## src/rtl/ps2_host_tx_pkg.sv

```systemverilog
// ps2_host_tx_pkg: shared definitions for the PS/2 host-to-device transmitter
// and the scan-code receiver.
//   state_t      transmitter FSM encodings
//   err_code_t   completion status reported on err_code
//   DEF_*        default timing in 100 MHz clock cycles
//   CMD_*/RSP_*  keyboard command bytes and the device ACK byte
package ps2_host_tx_pkg;

   typedef enum logic [2:0] {
      ST_IDLE      = 3'd0,
      ST_INHIBIT   = 3'd1,
      ST_REQ       = 3'd2,
      ST_BITS      = 3'd3,
      ST_ACK       = 3'd4,
      ST_WAIT_IDLE = 3'd5,
      ST_DONE      = 3'd6
   } state_t;

   typedef enum logic [1:0] {
      ERR_OK      = 2'b00,
      ERR_CLK_TO  = 2'b01,
      ERR_NACK    = 2'b10,
      ERR_IDLE_TO = 2'b11
   } err_code_t;

   localparam int CNT_W                = 18;
   localparam int DEF_INHIBIT_CYCLES   = 12000;   // 120 us
   localparam int DEF_SETUP_CYCLES     = 500;     // 5 us
   localparam int DEF_TIMEOUT_CYCLES   = 200000;  // 2 ms

   localparam logic [7:0] CMD_SET_LED = 8'hED;
   localparam logic [7:0] CMD_ENABLE  = 8'hF4;
   localparam logic [7:0] CMD_RESET   = 8'hFF;
   localparam logic [7:0] RSP_ACK     = 8'hFA;

   // PS/2 uses odd parity: data bits plus parity hold an odd number of ones.
   function automatic logic odd_parity(input logic [7:0] d);
      return ~^d;
   endfunction

endpackage

```

## src/rtl/ps2_host_tx_if.sv

```systemverilog
// ps2_host_tx_if: command handshake between a caller and ps2_host_tx.
//   tx_valid/tx_data  caller -> transmitter, byte accepted when tx_ready is high
//   tx_ready/busy     transmitter idle / transfer in progress
//   tx_done/tx_err    one-cycle completion pulse and failure flag
//   err_code          completion status, held until the next accept
interface ps2_host_tx_if;
   import ps2_host_tx_pkg::*;

   logic       tx_valid;
   logic [7:0] tx_data;
   logic       tx_ready;
   logic       busy;
   logic       tx_done;
   logic       tx_err;
   err_code_t  err_code;

   modport master (output tx_valid, tx_data,
                   input  tx_ready, busy, tx_done, tx_err, err_code);
   modport slave  (input  tx_valid, tx_data,
                   output tx_ready, busy, tx_done, tx_err, err_code);
endinterface

```

## src/rtl/ps2_line_sync.sv

```systemverilog
// ps2_line_sync: 2-flop synchronizer plus registered falling-edge strobe for
// one open-collector PS/2 line. Shared by the transmitter and the receiver.
//   clk, rst  system clock, synchronous active-high reset
//   pin       raw asynchronous line value
//   lvl       synchronized level
//   fall      one-cycle strobe, 3 cycles after the pin falls
module ps2_line_sync (
   input  logic clk,
   input  logic rst,
   input  logic pin,
   output logic lvl,
   output logic fall
);
   logic [2:0] sh;

   // Flops reset to 1 (idle bus level) so reset never produces a fall.
   always_ff @(posedge clk) begin
      if (rst) begin
         sh   <= 3'b111;
         fall <= 1'b0;
      end else begin
         sh   <= {sh[1:0], pin};
         fall <= sh[2] & ~sh[1];
      end
   end

   assign lvl = sh[1];
endmodule

```

## src/rtl/ps2_host_tx.sv

```systemverilog
// ps2_host_tx: PS/2 host-to-device transmitter. Runs the request-to-send
// handshake, shifts out {stop, parity, data} on device clock falls, checks
// the device ACK and waits for the bus to return idle.
//   clk, rst                  system clock, synchronous active-high reset
//   tx                        command handshake (slave side)
//   ps2_clk_in, ps2_data_in   raw line values
//   ps2_clk_oe, ps2_data_oe   1 = pull the line low, 0 = release
module ps2_host_tx
   import ps2_host_tx_pkg::*;
#(
   parameter int INHIBIT_CYCLES = DEF_INHIBIT_CYCLES,
   parameter int SETUP_CYCLES   = DEF_SETUP_CYCLES,
   parameter int TIMEOUT_CYCLES = DEF_TIMEOUT_CYCLES
) (
   input  logic             clk,
   input  logic             rst,
   ps2_host_tx_if.slave     tx,
   input  logic             ps2_clk_in,
   input  logic             ps2_data_in,
   output logic             ps2_clk_oe,
   output logic             ps2_data_oe
);
   localparam logic [CNT_W-1:0] INH_LAST   = CNT_W'(INHIBIT_CYCLES - 1);
   localparam logic [CNT_W-1:0] SETUP_LAST = CNT_W'(SETUP_CYCLES - 1);
   localparam logic [CNT_W-1:0] TO_LAST    = CNT_W'(TIMEOUT_CYCLES - 1);

   logic clk_lvl, clk_fall, data_lvl, data_fall_unused;

   ps2_line_sync u_clk_sync (
      .clk(clk), .rst(rst), .pin(ps2_clk_in), .lvl(clk_lvl), .fall(clk_fall)
   );
   ps2_line_sync u_data_sync (
      .clk(clk), .rst(rst), .pin(ps2_data_in), .lvl(data_lvl), .fall(data_fall_unused)
   );

   state_t           state, state_nx;
   logic [CNT_W-1:0] cnt, cnt_nx;      // inhibit/setup length and fall timeout
   logic [3:0]       bit_cnt, bit_cnt_nx;
   logic [9:0]       frame, frame_nx;  // {stop, parity, data}
   logic             data_q, data_q_nx;
   err_code_t        err_q, err_nx;

   always_ff @(posedge clk) begin
      if (rst) begin
         state   <= ST_IDLE;
         cnt     <= '0;
         bit_cnt <= '0;
         frame   <= '0;
         data_q  <= 1'b0;
         err_q   <= ERR_OK;
      end else begin
         state   <= state_nx;
         cnt     <= cnt_nx;
         bit_cnt <= bit_cnt_nx;
         frame   <= frame_nx;
         data_q  <= data_q_nx;
         err_q   <= err_nx;
      end
   end

   always_comb begin
      state_nx   = state;
      cnt_nx     = cnt;
      bit_cnt_nx = bit_cnt;
      frame_nx   = frame;
      data_q_nx  = data_q;
      err_nx     = err_q;
      unique case (state)
         ST_IDLE: begin
            if (tx.tx_valid) begin
               state_nx   = ST_INHIBIT;
               cnt_nx     = '0;
               bit_cnt_nx = '0;
               frame_nx   = {1'b1, odd_parity(tx.tx_data), tx.tx_data};
               err_nx     = ERR_OK;
            end
         end
         ST_INHIBIT: begin
            if (cnt == INH_LAST) begin
               state_nx = ST_REQ;
               cnt_nx   = '0;
            end else cnt_nx = cnt + 1'b1;
         end
         ST_REQ: begin
            // Leaving REQ releases the clock with data still low: start bit.
            if (cnt == SETUP_LAST) begin
               state_nx   = ST_BITS;
               cnt_nx     = '0;
               bit_cnt_nx = '0;
               data_q_nx  = 1'b1;
            end else cnt_nx = cnt + 1'b1;
         end
         ST_BITS: begin
            // Fall n (1..10) presents frame[n-1]; a fall beats a timeout.
            if (clk_fall) begin
               cnt_nx     = '0;
               data_q_nx  = ~frame[bit_cnt];
               bit_cnt_nx = bit_cnt + 1'b1;
               if (bit_cnt == 4'd9) state_nx = ST_ACK;
            end else if (cnt == TO_LAST) begin
               state_nx  = ST_DONE;
               data_q_nx = 1'b0;
               err_nx    = ERR_CLK_TO;
            end else cnt_nx = cnt + 1'b1;
         end
         ST_ACK: begin
            if (clk_fall) begin
               state_nx = ST_WAIT_IDLE;
               cnt_nx   = '0;
               err_nx   = data_lvl ? ERR_NACK : ERR_OK;
            end else if (cnt == TO_LAST) begin
               state_nx = ST_DONE;
               err_nx   = ERR_CLK_TO;
            end else cnt_nx = cnt + 1'b1;
         end
         ST_WAIT_IDLE: begin
            if (clk_lvl && data_lvl) state_nx = ST_DONE;
            else if (cnt == TO_LAST) begin
               state_nx = ST_DONE;
               err_nx   = ERR_IDLE_TO;
            end else cnt_nx = cnt + 1'b1;
         end
         ST_DONE: state_nx = ST_IDLE;
         default: state_nx = ST_IDLE;
      endcase
   end

   // Line drives decode from the state so an error exit releases the bus
   // as soon as the FSM leaves BITS/ACK.
   assign ps2_clk_oe  = (state == ST_INHIBIT) || (state == ST_REQ);
   assign ps2_data_oe = (state == ST_REQ) || ((state == ST_BITS) && data_q);

   assign tx.tx_ready = (state == ST_IDLE);
   assign tx.busy     = (state != ST_IDLE);
   assign tx.tx_done  = (state == ST_DONE);
   assign tx.tx_err   = (state == ST_DONE) && (err_q != ERR_OK);
   assign tx.err_code = err_q;
endmodule

```

## src/flat_wrapper.sv

```systemverilog
// flat-port wrapper written by rule: the top's interface ports become plain ports
module ps2_host_tx_flat import ps2_host_tx_pkg::*;
#(
   parameter int INHIBIT_CYCLES = DEF_INHIBIT_CYCLES,
   parameter int SETUP_CYCLES   = DEF_SETUP_CYCLES,
   parameter int TIMEOUT_CYCLES = DEF_TIMEOUT_CYCLES
)
  (clk, rst, ps2_clk_in, ps2_data_in, ps2_clk_oe, ps2_data_oe, tx_tx_valid, tx_tx_data, tx_tx_ready, tx_busy, tx_tx_done, tx_tx_err, tx_err_code);
  ps2_host_tx_if tx_i ();
  input  logic clk;
  input  logic rst;
  input  logic ps2_clk_in;
  input  logic ps2_data_in;
  output logic ps2_clk_oe;
  output logic ps2_data_oe;
  input wire logic [$bits(tx_i.tx_valid)-1:0] tx_tx_valid;
  input wire logic [$bits(tx_i.tx_data)-1:0] tx_tx_data;
  output wire logic [$bits(tx_i.tx_ready)-1:0] tx_tx_ready;
  output wire logic [$bits(tx_i.busy)-1:0] tx_busy;
  output wire logic [$bits(tx_i.tx_done)-1:0] tx_tx_done;
  output wire logic [$bits(tx_i.tx_err)-1:0] tx_tx_err;
  output wire logic [$bits(tx_i.err_code)-1:0] tx_err_code;
  assign tx_i.tx_valid = tx_tx_valid;
  assign tx_i.tx_data = tx_tx_data;
  assign tx_tx_ready = tx_i.tx_ready;
  assign tx_busy = tx_i.busy;
  assign tx_tx_done = tx_i.tx_done;
  assign tx_tx_err = tx_i.tx_err;
  assign tx_err_code = tx_i.err_code;
  ps2_host_tx #(.INHIBIT_CYCLES(INHIBIT_CYCLES), .SETUP_CYCLES(SETUP_CYCLES), .TIMEOUT_CYCLES(TIMEOUT_CYCLES)) u_core (.clk(clk), .rst(rst), .tx(tx_i), .ps2_clk_in(ps2_clk_in), .ps2_data_in(ps2_data_in), .ps2_clk_oe(ps2_clk_oe), .ps2_data_oe(ps2_data_oe));
endmodule
```

## config.mk

```make
export PLATFORM = sky130hd
export DESIGN_NAME = ps2_host_tx_flat
export DESIGN_NICKNAME = d
export VERILOG_FILES = /design/src/rtl/ps2_host_tx_pkg.sv /design/src/rtl/ps2_host_tx_if.sv /design/src/rtl/ps2_line_sync.sv /design/src/rtl/ps2_host_tx.sv /design/src/flat_wrapper.sv
export SDC_FILE = /design/constraint.sdc
export NUM_CORES = 1
export LEC_CHECK = 0
export BUFFER_PORTS_ARGS = -buffer_cell sky130_fd_sc_hd__buf_2
export CORE_ASPECT_RATIO = 0.5
export CORE_MARGIN = 8
export CORE_UTILIZATION = 60
export CTS_CLUSTER_SIZE = 10
export DETAILED_ROUTE_END_ITERATION = 7
export GPL_TIMING_DRIVEN = 0
export PLACE_DENSITY = 0.82
export SLEW_MARGIN = 25
export SYNTH_ARGS = -nofsm -noshare
export SYNTH_HDL_FRONTEND = slang
export SYNTH_SLANG_ARGS = --single-unit
```

## constraint.sdc

```tcl
create_clock -name clk -period 2.6 [get_ports clk]
set_clock_uncertainty 0.05 [all_clocks]
set_input_delay 0 -clock clk [delete_from_list [all_inputs] [get_ports clk]]
set_output_delay 0 -clock clk [all_outputs]
set_load 0.02 [all_outputs]
```

==> impl_metrics.tcl, run 1 <==
set metrics [dict create \
    switching_share_pct 38.06 \
    rsz0062_at_grt "false" \
    relSlewSlack_pct 60.50 \
    drv_cap 0 \
    synth_edf_count 0 \
    hold_buffers 10 \
    finalCritPeriodShare_pct 90.29 \
    root_buffer "clkbuf_8" \
    start_kind "register" \
    die_y_um 62.34 \
    avgRoutedWirePerCell_um 16.69 \
    multi_input_area_mm2 0.001603 \
    avgSynthCellArea_um2 8.205 \
    timing.final.ws_setup_ps 252.4 \
    path_cells "ha_1, and4bb_1, nand4_1, o211ai_2, buf_2, nand3_1, o211ai_1, a21oi_1" \
    muxShareOfSynthArea_pct 4.080 \
    reg2reg_setup_slack_ps 250 \
    ys_seq_area_share_pct 34.19 \
    grt_first_pass_wirelength_mm 11.19 \
    synthFlopType "dfxtp_1" \
    tns_ps 0 \
    whs_endpoint "u_core.cnt[11]$_SDFFE_PP0P_" \
    post-place-ws_ps 360.4 \
    path_max_fanout 10 \
    postCtsSetupRepairBufs 0 \
    cts_max_level 2 \
    grt_pass1_vias 2373 \
    start_util_pct 64.34 \
    clkPwrFrac_pct 25.9 \
    powerDensity_mw_per_mm2 693.4 \
    area_growth_pct 14.57 \
    insertion_delay_ps 310 \
    routed_wl_mm 6.776 \
    place.gp.congestion 0.9832 \
    ant_nets 0 \
    synth_cells 314 \
    netlist_area_mm2 0.002576 \
    async_flop_share_pct 0 \
    mostFrequentLayoutCell "dfxtp_1" \
    yosys_warnings 0 \
    drt-initial-drc-count 214 \
    die_x_um 108.7 \
    status "complete, no violations" \
    endpoint_kind "register" \
    layout.nets 367 \
    holdWs_ps 74.33 \
    crit_type "register to register" \
    vdd_ir_drop_max_mv 0.4113 \
    core_area_mm2 0.004004 \
    regArea_um2 880.8 \
    synth_cell_types 61 \
    numPlacedInstances 388 \
    grt_start_max_net_pins 14 \
    cts.sinks 44 \
    pwr-share-seq_pct 37.1 \
    fillerInstances 328 \
    ios 21 \
    rr_endpoint "u_core.cnt[5]$_SDFFE_PP0P_" \
    placementRows 16 \
    tritoncts "done" \
    power.net_switching_w 0.0007789 \
    instances_no_fill 406 \
    placed_area_mm2 0.002744 \
    hp-start "rst" \
    holdCritPathClass "primary input to register" \
    portBuffers 20 \
    cp_data_arrival_time_ps 2470 \
    post_cts_resized 0 \
    vias_per_cell 6.330 \
    dieArea_mm2 0.006774 \
    synth_compound_area_share_pct 21.56 \
    slowest_stage "dfxtp_1" \
    hold_depth 4 \
    vias 2570 \
    fmaxAchievable_mhz 426.0 \
    layout-drive-gt1-share_pct 15.91 \
    synth-xor-area-share_pct 4.760 \
    post-dp-hpwl_mm 4.713 \
    synth-seq-cells 44 \
    grt_overflow 0 \
    worst_pin_slew_ps 587.1 \
    drcViolationCount 0 \
    worst_ep_required_time_ps 2720 \
    clock_path_buffers 2 \
    critical_path.max_stage_delay_ps 410 \
    numCtsBuffers 5 \
    r2r_start "u_core.cnt[0]$_SDFFE_PP0P_" \
    reg2reg_depth 8 \
    power.leakage_nw 1.127 \
    setup_viol 0 \
    final_cell_mix "44 x dfxtp_1, 42 x nand2_1, 34 x nor2_1" \
    synth_top_family_by_area "simple AND/OR/NAND/NOR gates" \
    combPwrFrac_pct 37.0 \
    period_needed_ps 2348 \
    hold_violations 0 \
    p_int_w 0.001268 \
    post_synth_and_or_nand_nor_area_fraction_pct 30.35 \
    antenna_found_initial 0 \
    syn_nets 330 \
    slew_viol_final 0 \
    final_area_mm2 0.002952 \
    path_clk_slew_ps 80 \
    first_pass_iters 5 \
    synthAdderAreaFrac_pct 1.457 \
    antenna_cells 0 \
    track_usage_pct 20.07 \
]
==> per-layer routing <==
metal | vias to the layer above | share of wire, % | global-route usage (%)
met5 | - | 0 | 0
met4 | 0 | 1.7 | 6.430
met3 | 17 | 8.0 | 5.144
met2 | 122 | 46 | 33.06
met1 | 1215 | 44 | 24.85
li1 | 1216 | - | -
==> registers in the layout, indices dropped and copies added, names as in the netlist <==
| signal | flops |
|---|---|
| u_core.bit_cnt | 4 |
| u_core.frame | 10 |
| u_core.u_data_sync.sh | 2 |
| u_core.state | 3 |
| u_core.cnt | 18 |
| u_core.data_q | 1 |
| u_core.u_clk_sync.fall | 1 |
| u_core.u_clk_sync.sh | 3 |
| u_core.tx.err_code | 2 |
==> power groups by stage <==
stage	Clock (W)	Combinational, W	Sequential [W]
global placement	0	0.000710	0.000771
floorplan	0	0.000553	0.000765
detailed placement	0	0.000726	0.000774
global route	0.000566	0.000823	0.000766
CTS	0.000533	0.000743	0.000757
finish	0.000529	0.000758	0.000759
==> stage by stage <==
| step | total power (W) | util [%] |
|---|---|---|
| floorplan | 0.001318 | - |
| global placement | 0.001480 | 68.53 |
| detailed placement | 0.001500 | 68.53 |
| CTS | 0.002033 | 73.72 |
| global route | 0.002155 | 73.72 |
| finish | 0.002047 | 73.72 |
==> critical path, delay by kind of cell, from the launching register on <==
| family | cells | cell delay, ps |
|---|---|---|
| buf+inv | 1 | 320 |
| flops | 1 | 410 |
| fa+ha+maj | 1 | 260 |
| simple gates | 3 | 590 |
| compound gates | 3 | 600 |
==> cell families after synthesis <==
group | count (synthesis)
xor+xnor | 14
flops | 44
simple gates | 147
fa+ha+maj | 3
compound gates | 76
buf+inv | 22
mux | 8
==> cell usage after synthesis, drive strengths merged, types with 2 or more instances <==
cell type   n  area [um^2]
dfxtp      44        880.8
and4bb      4        50.05
or3         5        31.28
xor2        4        35.03
clkbuf      7        26.28
a31oi       5        52.55
nand4       7        43.79
o21a        2        15.01
buf         7        36.28
nor3        8        61.31
and3        7        43.79
a311oi      2        17.52
a21o        2        15.01
ha          3        37.54
mux2i       6        60.06
xnor2      10        87.58
o211ai      8        65.06
o31ai       3        36.28
a21oi      27        146.4
nand2      42        157.7
o211a       2        20.02
nand3      18        90.09
nor2       34        127.6
mux4        2        45.04
o21ai      13        76.33
nor4        4        31.28
nand3b      4        42.54
a41oi       2        17.52
inv         8        30.03
or2         6        37.54
and2        2        12.51
==> area by class of cell <==
type / count / share of cell area (%)
multi-input cells: 248 / 54.30
flip-flops and latches: 44 / 29.84
repair buffers: 30 / 6.783
clock buffers: 6 / 2.459
well taps: 54 / 2.289
plain buffers: 14 / 2.120
clock inverters: 2 / 1.187
inverters: 8 / 1.017
==> worst max-delay path by stage <==
stage	end	slack (ps)	start
4_1_cts	u_core.cnt[5]$_SDFFE_PP0P_	340	u_core.cnt[0]$_SDFFE_PP0P_
3_5_place_dp	u_core.cnt[5]$_SDFFE_PP0P_	360	u_core.cnt[0]$_SDFFE_PP0P_
6_report	u_core.cnt[5]$_SDFFE_PP0P_	250	u_core.cnt[0]$_SDFFE_PP0P_
2_1_floorplan	u_core.state[1]$_SDFFE_PP0P_	700	u_core.cnt[0]$_SDFFE_PP0P_
3_3_place_gp	u_core.cnt[5]$_SDFFE_PP0P_	390	u_core.cnt[0]$_SDFFE_PP0P_
5_1_grt	u_core.cnt[4]$_SDFFE_PP0P_	130	u_core.cnt[0]$_SDFFE_PP0P_
Note: power is estimated with default switching activity, not from simulation.
==> run 2: changes to the inputs <==
--- a/config.mk
+++ b/config.mk
@@ -6,7 +6,6 @@
 export NUM_CORES = 1
 export LEC_CHECK = 0
 export BUFFER_PORTS_ARGS = -buffer_cell sky130_fd_sc_hd__buf_2
-export CORE_ASPECT_RATIO = 0.5
 export CORE_MARGIN = 8
 export CORE_UTILIZATION = 60
 export CTS_CLUSTER_SIZE = 10
==> run 2 against run 1 <==
  * Hold slack improved by 0.90 ps
  * Combinational power about the same
  * Global-route usage increased by 1.3 points
  * Count of clock-buffer cells in the layout did not move
  * Wire length is 2.1% lower
  * Critical path type unchanged
  * Largest cell class unchanged
  * Highest routed layer unchanged
==> impl_metrics.tcl, run 2 (same netlist as run 1, synthesis figures left out) <==
set metrics [dict create \
    routed_wl_mm 6.637 \
    postCtsSetupRepairBufs 0 \
    vias_per_cell 6.332 \
    portBuffers 20 \
    reg2reg_setup_slack_ps 260 \
    final_cell_mix "44 x dfxtp_1, 42 x nand2_1, 34 x nor2_1" \
    largest_reg_flops 18 \
    total_power_w 0.001966 \
    numCtsBuffers 5 \
    cts_max_level 2 \
    grt_overflow 0 \
    die_x_um 81.53 \
    antenna_cells 0 \
    grt_pass1_vias 2421 \
    drt-initial-drc-count 259 \
    avgRoutedWirePerCell_um 16.43 \
    antenna_found_initial 0 \
    start_util_pct 60.85 \
    utilization_pct 69.30 \
    cp_data_arrival_time_ps 2470 \
    worst_pin_slew_ps 534.5 \
    grt_start_max_net_pins 14 \
    tritoncts "done" \
    endpoint_kind "register" \
    regMostFlops "u_core.cnt" \
    tns_ps 0 \
    holdCritPathClass "primary input to register" \
    insertion_delay_ps 300 \
    power.leakage_nw 1.122 \
    timing.final.ws_setup_ps 265.0 \
    worst_ep_required_time_ps 2740 \
    post-dp-hpwl_mm 4.662 \
    fmaxAchievable_mhz 428.3 \
    placementRows 24 \
    grt_first_pass_wirelength_mm 11.24 \
    layout-drive-gt1-share_pct 16.19 \
    cts.sinks 44 \
    ant_nets 0 \
    path_clk_slew_ps 80 \
    first_pass_iters 6 \
    place.gp.congestion 0.9379 \
    core_area_mm2 0.004234 \
    vias 2558 \
    track_usage_pct 21.41 \
    slew_viol_final 0 \
    hold_violations 0 \
    drcViolationCount 0 \
    finalCritPeriodShare_pct 89.81 \
    setup_viol 0 \
    die_y_um 81.53 \
    relSlewSlack_pct 64.04 \
    status "complete, no violations" \
    powerDensity_mw_per_mm2 669.9 \
    ios 21 \
    clock_path_buffers 2 \
    mostFrequentLayoutCell "dfxtp_1" \
    reg_top3 "u_core.cnt (18), u_core.frame (10), u_core.bit_cnt (4)" \
    area_growth_pct 13.89 \
    multi_input_area_mm2 0.001603 \
    post-place-ws_ps 340.5 \
    root_buffer "clkbuf_8" \
    drv_cap 0 \
    fillerInstances 323 \
    start_kind "register" \
    path_max_fanout 8 \
    rsz0062_at_grt "false" \
    regArea_um2 880.8 \
    layout.nets 367 \
    dieArea_mm2 0.006646 \
    vdd_ir_drop_max_mv 0.5084 \
    period_needed_ps 2335 \
    crit_type "register to register" \
]
run 2: changes by cell type in the layout (fill, tap and decap cells not counted):
cell	delta
clkbuf_1	-1
bufinv_16	-1
clkinv_2	+1
clkbuf_8	+1
run 2: worst max-delay path, cell delays in order (launching register included):
cell,delay (ps)
dfxtp_1,410
ha_1,240
and4bb_1,230
nand4_1,140
o211ai_2,320
nand4_1,410
nand2_1,320
nor2_1,90
run 2: layout make-up:
cell class | count | area share (%)
multi-input combinational | 248 | 54.63
sequential | 44 | 30.02
timing repair buffer | 30 | 6.823
clock buffer | 6 | 2.815
tap | 52 | 2.217
buffer | 14 | 2.132
inverter | 8 | 1.023
clock inverter | 2 | 0.3412
run 2: where the power goes:
group | internal [W] | switching [W] | total, W
Combinational | 0.000260 | 0.000498 | 0.000758
Clock | 0.000212 | 0.000232 | 0.000444
Sequential | 0.000723 | 0.0000403 | 0.000763
run 2: final timing paths:
kind / from / to / cells after the start
hold reg to reg: u_core.u_clk_sync.sh[0]$_SDFF_PP1_ / u_core.u_clk_sync.sh[1]$_SDFF_PP1_ / 1
hold / removal: rst / u_core.cnt[16]$_SDFFE_PP0P_ / 4
setup reg to reg: u_core.cnt[0]$_SDFFE_PP0P_ / u_core.cnt[14]$_SDFFE_PP0P_ / 7
setup / recovery: u_core.cnt[0]$_SDFFE_PP0P_ / u_core.cnt[14]$_SDFFE_PP0P_ / 7
run 2: repair_timing:
| item | in CTS | in global routing |
|---|---|---|
| gates resized for setup | 0 | 0 |
| endpoints found under the hold margin | 10 | 0 |
| hold buffers | 10 | 0 |
run 2: metal layers:
metal | GRT usage (%) | part of all wire, % | vias to the layer above
met5 | 0 | 0 | -
met4 | 9.464 | 3.5 | 0
met3 | 4.595 | 6.9 | 29
met2 | 34.69 | 46 | 134
met1 | 26.75 | 43 | 1178
li1 | - | - | 1217
run 2: per-stage QoR:
step	instance area, um^2	cells	hold WS [ps]
2_1_floorplan	2576	314	53.81
3_5_place_dp	2741	386	137.0
5_1_grt	2934	404	74.40
6_report	2934	404	75.23
3_3_place_gp	2741	386	134.2
4_1_cts	2934	404	62.29
==> run 3: changes to the inputs <==
--- a/config.mk
+++ b/config.mk
@@ -12,6 +12,7 @@
 export DETAILED_ROUTE_END_ITERATION = 7
 export GPL_TIMING_DRIVEN = 0
 export PLACE_DENSITY = 0.82
+export RECOVER_POWER = 50
 export SLEW_MARGIN = 25
 export SYNTH_ARGS = -nofsm -noshare
 export SYNTH_HDL_FRONTEND = slang
==> run 3 against run 2 <==
  * Register-to-register slack got worse by 20 ps
  * Combinational power decreased by 2%
  * Sequential power is essentially flat
  * Setup slack worse by 19 ps
  * Clock power hardly changed
  * Power fell by 0.94%
  * Via count decreased by 0.23%
  * Sequential cell count is the same
  * Final area is 0.55% lower
  * First-iteration DRC count unchanged
==> impl_metrics.tcl, run 3 (same netlist as run 1, synthesis figures left out) <==
set metrics [dict create \
    relSlewSlack_pct 43.30 \
    worst_ep_required_time_ps 2770 \
    final_cell_mix "44 x dfxtp_1, 42 x nand2_1, 34 x nor2_1" \
    post_cts_resized 0 \
    start_kind "register" \
    grt_first_pass_wirelength_mm 11.24 \
    place.gp.congestion 0.9379 \
    mostFrequentLayoutCell "dfxtp_1" \
    holdCritPathClass "primary input to register" \
    switching_share_pct 39.24 \
    timing.final.ws_setup_ps 245.6 \
    regArea_um2 880.8 \
    cp_data_arrival_time_ps 2530 \
    grt_overflow 0 \
    grt_pass1_vias 2421 \
    postCtsSetupRepairBufs 0 \
    power.net_switching_w 0.0007641 \
    clock_path_buffers 2 \
    start_util_pct 60.85 \
    drcViolationCount 0 \
    vias_per_cell 6.317 \
    first_pass_iters 7 \
    finalCritPeriodShare_pct 90.55 \
    insertion_delay_ps 300 \
    core_area_mm2 0.004234 \
    antenna_cells 0 \
    reg2reg_setup_slack_ps 250 \
    ant_nets 0 \
    whs_endpoint "u_core.cnt[16]$_SDFFE_PP0P_" \
    layout.nets 367 \
    placementRows 24 \
    endpoint_kind "register" \
    path_clk_slew_ps 80 \
    reg2reg_depth 6 \
    fmaxAchievable_mhz 424.7 \
    total_power_w 0.001947 \
    worst_pin_slew_ps 845.8 \
    slew_viol_final 0 \
    die_y_um 81.53 \
    hold_violations 0 \
    numCtsBuffers 5 \
    post-place-ws_ps 340.5 \
    die_x_um 81.53 \
    root_buffer "clkbuf_8" \
    pwr-share-seq_pct 39.2 \
    largest_reg_flops 18 \
    drt-initial-drc-count 259 \
    tritoncts "done" \
    fillerInstances 331 \
    clkPwrFrac_pct 22.7 \
    power.leakage_nw 1.097 \
    ios 21 \
    crit_type "register to register" \
    rr_endpoint "u_core.frame[6]$_SDFFE_PP0P_" \
    rsz0062_at_grt "false" \
    numPlacedInstances 386 \
    vias 2552 \
    hp-start "rst" \
    drv_cap 0 \
    area_growth_pct 13.26 \
    grt_start_max_net_pins 14 \
    multi_input_area_mm2 0.001597 \
    antenna_found_initial 0 \
    track_usage_pct 21.41 \
    reg_top3 "u_core.cnt (18), u_core.frame (10), u_core.bit_cnt (4)" \
    instances_no_fill 404 \
    cts_max_level 2 \
    path_max_fanout 10 \
    dieArea_mm2 0.006646 \
    cts.sinks 44 \
    r2r_start "u_core.state[0]$_SDFFE_PP0P_" \
    p_int_w 0.001183 \
    regMostFlops "u_core.cnt" \
    avgRoutedWirePerCell_um 16.38 \
    post-dp-hpwl_mm 4.662 \
    status "complete, no violations" \
    vdd_ir_drop_max_mv 0.5082 \
    combPwrFrac_pct 38.2 \
    period_needed_ps 2354 \
    routed_wl_mm 6.617 \
    hold_depth 4 \
    layout-drive-gt1-share_pct 14.49 \
    tns_ps 0 \
    powerDensity_mw_per_mm2 667.4 \
    portBuffers 20 \
    setup_viol 0 \
]
## run 3: through the flow
stage                     area, um^2  utilization (%)  hold slack [ps]
after floorplan                 2576                -            53.81
after global placement          2741            64.75            134.2
after detailed placement        2741            64.75            137.0
after CTS                       2934            69.30            62.29
after global routing            2918            68.91            74.40
final                           2918            68.91            77.20
## run 3: what timing repair did
action                                  in CTS  in global routing
endpoints found under the hold margin       10                  0
hold buffers                                10                  0
endpoints found under the setup margin       0                  0
## run 3: power groups by stage
stage / clock (W) / combinational, W / sequential [W]
global route: 0.000479 / 0.000810 / 0.000767
global placement: 0 / 0.000719 / 0.000772
finish: 0.000441 / 0.000743 / 0.000763
floorplan: 0 / 0.000553 / 0.000765
CTS: 0.000449 / 0.000744 / 0.000761
detailed placement: 0 / 0.000730 / 0.000775
## run 3: worst max path at each step
stage / cells past startpoint / startpoint / slack (ps) / end
after floorplan: 7 / u_core.cnt[0]$_SDFFE_PP0P_ / 700 / u_core.state[1]$_SDFFE_PP0P_
after global placement: 7 / u_core.cnt[0]$_SDFFE_PP0P_ / 350 / u_core.cnt[4]$_SDFFE_PP0P_
after detailed placement: 7 / u_core.cnt[0]$_SDFFE_PP0P_ / 340 / u_core.cnt[14]$_SDFFE_PP0P_
after CTS: 7 / u_core.cnt[0]$_SDFFE_PP0P_ / 310 / u_core.cnt[14]$_SDFFE_PP0P_
after global routing: 7 / u_core.cnt[0]$_SDFFE_PP0P_ / 130 / u_core.cnt[4]$_SDFFE_PP0P_
final: 6 / u_core.state[0]$_SDFFE_PP0P_ / 250 / u_core.frame[6]$_SDFFE_PP0P_
## run 3: critical path, cell delays in order, from the launching register on
cell and delay [ps]:
dfxtp_1 400, buf_2 230, nor3_2 700, and2_1 220, clkbuf_1 370, nand2_1 140, a21oi_1 170
## run 3: cell type report
type | count | area share, %
buffer | 14 | 2.015
clock buffer | 6 | 2.830
clock inverter | 2 | 0.3431
inverter | 8 | 1.029
multi-input combinational | 248 | 54.72
sequential | 44 | 30.19
tap | 52 | 2.230
timing repair buffer | 30 | 6.647
## run 3: per-layer routing
layer	global-route usage, %	part of all wire [%]	vias up	wire length [um]
li1	-	-	1213	-
met1	26.75	43	1184	2841
met2	34.69	47	135	3121
met3	4.595	7.0	20	461
met4	9.464	2.9	0	192
met5	0	0	-	0
